## config.mk

```make
export PLATFORM = sky130hd
export DESIGN_NAME = mult_accumulator_flat
export DESIGN_NICKNAME = d
export VERILOG_FILES = /design/src/rtl/mult_accumulator_if.sv /design/src/rtl/mult_accumulator.sv /design/src/flat_wrapper.sv
export SDC_FILE = /design/constraint.sdc
export NUM_CORES = 1
export LEC_CHECK = 0
export CAP_MARGIN = 25
export CELL_PAD_IN_SITES_DETAIL_PLACEMENT = 1
export CELL_PAD_IN_SITES_GLOBAL_PLACEMENT = 1
export CORE_MARGIN = 4
export CORE_UTILIZATION = 32
export CTS_CLUSTER_DIAMETER = 40
export DETAILED_ROUTE_END_ITERATION = 8
export GPL_TIMING_DRIVEN = 0
export HOLD_SLACK_MARGIN = 0.08
export PLACE_DENSITY_LB_ADDON = 0.2
export SLEW_MARGIN = 20
export SYNTH_ARGS = -nofsm -noshare
export SYNTH_HDL_FRONTEND = slang
export SYNTH_SLANG_ARGS = --single-unit
```

## constraint.sdc

```tcl
create_clock -name clk -period 2.6 [get_ports clk]
set_clock_uncertainty 0.1 [all_clocks]
set_input_delay 0.52 -clock clk [delete_from_list [all_inputs] [get_ports clk]]
set_output_delay 0.52 -clock clk [all_outputs]
set_load 0.05 [all_outputs]
```

## src/rtl/mult_accumulator_if.sv

```systemverilog
// Product-in / sum-out handshake bundle for mult_accumulator.
// master = upstream/downstream environment, slave = the accumulator.
interface mult_accumulator_if #(
    parameter int LEN   = 4,
    parameter int ACC_W = 24
);
    localparam int CNT_W = (LEN > 1) ? $clog2(LEN) : 1;

    logic [15:0]      p;
    logic             in_valid;
    logic             in_ready;
    logic             clear;
    logic [ACC_W-1:0] acc;
    logic             out_valid;
    logic             out_ready;
    logic             ovf;
    logic [CNT_W-1:0] count;

    modport master (
        output p, in_valid, clear, out_ready,
        input  in_ready, acc, out_valid, ovf, count
    );

    modport slave (
        input  p, in_valid, clear, out_ready,
        output in_ready, acc, out_valid, ovf, count
    );
endinterface

```

## src/rtl/mult_accumulator.sv

```systemverilog
// Sums LEN consecutive 16-bit products into an ACC_W-bit result with valid/ready on both sides.
// Optional build macro MULT_ACC_SATURATE_EN: clamp to all-ones on carry-out instead of wrapping.
module mult_accumulator #(
    parameter int LEN   = 4,
    parameter int ACC_W = 24
) (
    input  logic                clk,
    input  logic                rst,
    mult_accumulator_if.slave   bus
);
    localparam int CNT_W = (LEN > 1) ? $clog2(LEN) : 1;
    localparam int SUM_W = ACC_W + 1;

    typedef enum logic {
        ACCUM = 1'b0,
        HOLD  = 1'b1
    } state_t;

    state_t           state_q, state_d;
    logic [ACC_W-1:0] acc_q, acc_d;
    logic             ovf_q, ovf_d;
    logic [CNT_W-1:0] count_q, count_d;

    logic [SUM_W-1:0] sum;
    logic             accept;
    logic             last;

    assign accept = bus.in_valid && (state_q == ACCUM);
    assign last   = (count_q == CNT_W'(LEN - 1));
    // Extra MSB of sum is the carry out of the accumulator.
    assign sum    = {1'b0, acc_q} + SUM_W'(bus.p);

    always_comb begin
        state_d = state_q;
        acc_d   = acc_q;
        ovf_d   = ovf_q;
        count_d = count_q;
        if (bus.clear) begin
            state_d = ACCUM;
            acc_d   = '0;
            ovf_d   = 1'b0;
            count_d = '0;
        end else begin
            case (state_q)
                ACCUM: begin
                    if (accept) begin
`ifdef MULT_ACC_SATURATE_EN
                        acc_d = sum[ACC_W] ? {ACC_W{1'b1}} : sum[ACC_W-1:0];
`else
                        acc_d = sum[ACC_W-1:0];
`endif
                        ovf_d = ovf_q | sum[ACC_W];
                        if (last) begin
                            count_d = '0;
                            state_d = HOLD;
                        end else begin
                            count_d = count_q + CNT_W'(1);
                        end
                    end
                end
                HOLD: begin
                    if (bus.out_ready) begin
                        acc_d   = '0;
                        ovf_d   = 1'b0;
                        state_d = ACCUM;
                    end
                end
                default: state_d = ACCUM;
            endcase
        end
    end

    always_ff @(posedge clk) begin
        if (rst) begin
            state_q <= ACCUM;
            acc_q   <= '0;
            ovf_q   <= 1'b0;
            count_q <= '0;
        end else begin
            state_q <= state_d;
            acc_q   <= acc_d;
            ovf_q   <= ovf_d;
            count_q <= count_d;
        end
    end

    // Handshake outputs come straight from the state register.
    assign bus.in_ready  = (state_q == ACCUM);
    assign bus.out_valid = (state_q == HOLD);
    assign bus.acc       = acc_q;
    assign bus.ovf       = ovf_q;
    assign bus.count     = count_q;
endmodule

```

## src/flat_wrapper.sv

```systemverilog
// flat-port wrapper written by rule: the top's interface ports become plain ports
module mult_accumulator_flat 
#(
    parameter int LEN   = 4,
    parameter int ACC_W = 24
)
  (clk, rst, bus_p, bus_in_valid, bus_clear, bus_out_ready, bus_in_ready, bus_acc, bus_out_valid, bus_ovf, bus_count);
  mult_accumulator_if #(.LEN(LEN), .ACC_W(ACC_W)) bus_i ();
  input  logic clk;
  input  logic rst;
  input wire logic [$bits(bus_i.p)-1:0] bus_p;
  input wire logic [$bits(bus_i.in_valid)-1:0] bus_in_valid;
  input wire logic [$bits(bus_i.clear)-1:0] bus_clear;
  input wire logic [$bits(bus_i.out_ready)-1:0] bus_out_ready;
  output wire logic [$bits(bus_i.in_ready)-1:0] bus_in_ready;
  output wire logic [$bits(bus_i.acc)-1:0] bus_acc;
  output wire logic [$bits(bus_i.out_valid)-1:0] bus_out_valid;
  output wire logic [$bits(bus_i.ovf)-1:0] bus_ovf;
  output wire logic [$bits(bus_i.count)-1:0] bus_count;
  assign bus_i.p = bus_p;
  assign bus_i.in_valid = bus_in_valid;
  assign bus_i.clear = bus_clear;
  assign bus_i.out_ready = bus_out_ready;
  assign bus_in_ready = bus_i.in_ready;
  assign bus_acc = bus_i.acc;
  assign bus_out_valid = bus_i.out_valid;
  assign bus_ovf = bus_i.ovf;
  assign bus_count = bus_i.count;
  mult_accumulator #(.LEN(LEN), .ACC_W(ACC_W)) u_core (.clk(clk), .rst(rst), .bus(bus_i));
endmodule
```

==> results of run 1 <==
-- cells in the final DEF (no fill, tap or decap), drive strengths merged, types with 3 or more instances in the layout --
cell	n
dlygate4sd2	6
o22ai	3
a21oi	22
and3	3
nor3	3
ha	17
clkdlybuf4s50	36
dfxtp	28
a21o	11
dlymetal6s2s	5
a31oi	3
nand3	8
buf	16
xnor2	7
nand2	21
nor2	20
a31o	3
o21ai	5
clkbuf	7
xor2	6
a22o	7
a22oi	7
-- how the worst min path moves through the flow --
stage | start | to | slack (ns) | depth (start not counted)
after floorplan | bus_in_valid | u_core.bus.out_valid | 0.56 | 2
after global placement | u_core.bus.ovf | u_core.bus.ovf | 0.36 | 1
after detailed placement | u_core.bus.ovf | u_core.bus.ovf | 0.36 | 1
after CTS | u_core.bus.ovf | u_core.bus.ovf | 0.39 | 1
after global routing | u_core.bus.ovf | u_core.bus.ovf | 0.42 | 1
final | u_core.bus.ovf | u_core.bus.ovf | 0.38 | 1
-- per-layer routing --
metal,global-route usage [%],up-vias,share of wire [%],routed length [µm]
met5,0,-,0,0
met4,2.972,0,0.83,47
met3,3.472,4,4.4,248
met2,27.77,38,48,2721
met1,20.31,897,47,2633
li1,-,936,-,-
-- area by class of cell --
type / count / area [µm²]
Fill cell: 631 / 2734
Multi-Input combinational cell: 176 / 1424
Timing Repair Buffer: 64 / 603.1
Sequential cell: 28 / 561.8
Tap cell: 72 / 90.09
Clock buffer: 3 / 41.29
Clock inverter: 1 / 30.03
Buffer: 4 / 15.01
Inverter: 2 / 7.507
-- logic make-up after synthesis --
kind of cell             after synthesis  synth area share [%]
XOR/XNOR                              13                 6.298
AND/OR/NAND/NOR                       67                 17.37
AO/OA/AOI/OAI                         78                 31.21
adder cells (fa/ha/maj)               18                 12.87
buffers and inverters                  6                 1.246
flip-flops                            28                 31.00
-- power breakdown --
group	switching, mW	total, mW	internal [mW]
clock	0.155	0.361	0.207
combinational	0.179	0.335	0.156
sequential	0.0150	0.456	0.441
-- per-stage QoR --
| stage | setup slack [ns] | power (mW) | instance area, µm² |
|---|---|---|---|
| global route | -0.06462 | 1.207 | 2773 |
| floorplan | -0.07398 | 0.6498 | 1824 |
| finish | 0.04161 | 1.153 | 2773 |
| detailed placement | -0.7488 | 0.7463 | 2405 |
| global placement | -0.7620 | 0.7425 | 2405 |
| CTS | 0.007550 | 1.150 | 2701 |
-- flip-flops by register name, summed over array words and instances, names as in the netlist --
| signal | cells |
|---|---|
| u_core.bus.acc | 24 |
| u_core.bus.count | 2 |
| u_core.bus.out_valid | 1 |
| u_core.bus.ovf | 1 |
-- timing repair --
| item | CTS | global route |
|---|---|---|
| setup endpoints to repair | 12 | 9 |
| setup buffers | 9 | 6 |
| resized for setup | 33 | 9 |
| pin swaps | 11 | 10 |
==> impl_metrics.prom, run 1 <==
# TYPE chip_impl_metric gauge
chip_impl_info{name="run_status",value="complete, no violations"} 1
chip_impl_info{name="setup.worst_path.start_class",value="flip-flop"} 1
chip_impl_info{name="setup.worst_path.start",value="u_core.bus.acc[0]"} 1
chip_impl_metric{name="worst_ir_drop_vdd",unit="mV"} 0.2432
chip_impl_metric{name="grt_util_all_layers",unit="%"} 15.96
chip_impl_metric{name="timing.critical_path.arrival",unit="ns"} 2.65
chip_impl_info{name="clock-root-buffer",value="clkbuf_8"} 1
chip_impl_metric{name="stdcell_count",unit=""} 350
chip_impl_info{name="critical_path.endpoint",value="u_core.bus.ovf"} 1
chip_impl_metric{name="finish.net_count",unit=""} 318
chip_impl_info{name="crit_path_top_delay_cell",value="a221o_2"} 1
chip_impl_metric{name="routed_wire_length_per_instance",unit="µm"} 16.15
chip_impl_metric{name="detailroute.via_count",unit=""} 1875
chip_impl_metric{name="slew_headroom",unit="%"} 37.74
chip_impl_info{name="ys.flop_type",value="dfxtp_1"} 1
chip_impl_metric{name="cap_violations",unit=""} 0
chip_impl_metric{name="number_of_global_route_vias_before_repair",unit=""} 1923
chip_impl_metric{name="die-height",unit="µm"} 83.17
chip_impl_info{name="r2r_start",value="u_core.bus.acc[0]"} 1
chip_impl_metric{name="io_pins",unit=""} 50
chip_impl_metric{name="syn-cell-area",unit="µm²"} 1808
chip_impl_metric{name="detailed_route_wire_length",unit="µm"} 5651
chip_impl_metric{name="synth_top_area_share",unit="%"} 31.00
chip_impl_metric{name="core",unit="µm²"} 5507
chip_impl_metric{name="synth.yosys.seq_area_share",unit="%"} 31.00
chip_impl_metric{name="drt_pre_antenna_iters",unit=""} 4
chip_impl_metric{name="worst_r2r_path_depth",unit=""} 8
chip_impl_metric{name="path_clk_slew",unit="ns"} 0.11
chip_impl_metric{name="final_hold_viol_count",unit=""} 0
chip_impl_info{name="ys_top_cells_by_area",value="dfxtp_1 (31%), ha_1 (12%), a21oi_1 (5.5%), nand2_1 (4.4%), a21o_1 (4.2%)"} 1
chip_impl_info{name="synth.largest_area_cell",value="dfxtp_1"} 1
chip_impl_metric{name="buffer_ports.inserted",unit=""} 49
chip_impl_info{name="clock_tree_from_tritoncts",value="built"} 1
chip_impl_metric{name="grt_remaining_overflow",unit=""} 0
chip_impl_metric{name="critical-path-max-stage-delay",unit="ns"} 0.38
chip_impl_metric{name="die_area",unit="µm²"} 6916
chip_impl_metric{name="achievable-frequency",unit="GHz"} 0.3909
chip_impl_metric{name="detail_route.drc_violations",unit=""} 0
chip_impl_metric{name="setup_viol",unit=""} 0
chip_impl_metric{name="share_of_flip_flops_with_an_asynchronous_set_or_reset_after_synthesis",unit="%"} 0
chip_impl_metric{name="power_leakage",unit="nW"} 1.158
chip_impl_metric{name="area_growth",unit="%"} 53.36
chip_impl_metric{name="avgViaCountPerCell",unit=""} 5.357
chip_impl_metric{name="cts_max_level",unit=""} 1
chip_impl_metric{name="synth_edf_count",unit=""} 0
chip_impl_metric{name="rows",unit=""} 27
chip_impl_metric{name="syn_inst",unit=""} 210
chip_impl_metric{name="crit_path_max_fanout",unit=""} 5
chip_impl_metric{name="antenna_violation_net_count_after_detailed_routing",unit=""} 0
chip_impl_metric{name="tns",unit="ns"} 0
chip_impl_metric{name="ys_ff_latch",unit=""} 28
chip_impl_info{name="path_cells",value="ha_4 > fa_2 > a21o_1 > a221o_2 > a211oi_4 > a2bb2oi_4 > a21oi_4 > a32o_1"} 1
chip_impl_metric{name="dieWidth",unit="µm"} 83.17
chip_impl_metric{name="floorplan.initialDensity",unit="%"} 32.83
chip_impl_metric{name="worst_slew_pin_slew",unit="ns"} 0.9338
chip_impl_metric{name="cts_inserted_buffers",unit=""} 3
chip_impl_info{name="setup_repair_after_global_routing_missed_its_margin",value="yes"} 1
chip_impl_metric{name="mappedNetlistNets",unit=""} 249
chip_impl_info{name="critical-path-top-delay-family",value="compound AO/OA/AOI/OAI gates"} 1
chip_impl_metric{name="placedCellCount",unit=""} 331
chip_impl_metric{name="syn_avg_cell_area",unit="µm²"} 8.609
chip_impl_metric{name="fin_hold_ws",unit="ns"} 0.3807
chip_impl_metric{name="worst_skew_pair.late_latency",unit="ns"} 0.28
chip_impl_metric{name="initial_antenna_violation_count",unit=""} 0
chip_impl_metric{name="cp.required",unit="ns"} 2.69
chip_impl_metric{name="grt_start_max_net_pins",unit=""} 17
chip_impl_info{name="synth_top_cells_by_count",value="dfxtp_1 (28), nand2_1 (21), a21oi_1 (20), nor2_1 (20), ha_1 (17)"} 1
chip_impl_metric{name="post-route-util",unit="%"} 50.35
chip_impl_metric{name="drt_iter0_drc",unit=""} 76
chip_impl_metric{name="antennaDiodeCount",unit=""} 0
chip_impl_metric{name="p_per_area",unit="nW/µm²"} 415.7
chip_impl_metric{name="crit_buf_inv",unit=""} 0
chip_impl_metric{name="post_route_cells_drive_above_1_share",unit="%"} 17.63
chip_impl_metric{name="clockBufferDepth",unit=""} 2
chip_impl_metric{name="grt_first_pass_wirelength",unit="µm"} 9239
chip_impl_metric{name="period_utilisation_layout",unit="%"} 98.40
chip_impl_info{name="critPathKind",value="flip-flop to flip-flop"} 1
chip_impl_info{name="synthMostInstantiatedCell",value="dfxtp_1"} 1
chip_impl_metric{name="cts_hold_repair.buffers",unit=""} 0
chip_impl_metric{name="ys.warnings.count",unit=""} 0
chip_impl_metric{name="sinks_on_the_clock_net",unit=""} 28
chip_impl_info{name="critical_path.endpoint_type",value="flip-flop"} 1
chip_impl_metric{name="gpl.final_weighted_congestion",unit=""} 0.7651
chip_impl_metric{name="total_number_of_cells_along_the_worst_setup_path",unit=""} 8
chip_impl_metric{name="min_period",unit="ns"} 2.558
chip_impl_info{name="timing.rr.end",value="u_core.bus.ovf"} 1
chip_impl_metric{name="setup.reg_to_reg.worst_slack",unit="ns"} 0.04
chip_impl_metric{name="final_max_slew_viol_count",unit=""} 0
chip_impl_metric{name="place_hpwl",unit="µm"} 4044
chip_impl_info{name="holdCritPathClass",value="flip-flop to flip-flop"} 1
chip_impl_metric{name="post_synth_num_cell_types",unit=""} 46
(Power assumes the default switching activity.)
==> run 2: changes to the inputs <==
--- a/config.mk
+++ b/config.mk
@@ -13,7 +13,7 @@
 export CTS_CLUSTER_DIAMETER = 40
 export DETAILED_ROUTE_END_ITERATION = 8
 export GPL_TIMING_DRIVEN = 0
-export HOLD_SLACK_MARGIN = 0.08
+export HOLD_SLACK_MARGIN = 0.1
 export PLACE_DENSITY_LB_ADDON = 0.2
 export SLEW_MARGIN = 20
 export SYNTH_ARGS = -nofsm -noshare
==> results of run 2 <==
Same layout as run 1: the final DEF is identical, and so are final timing and power.
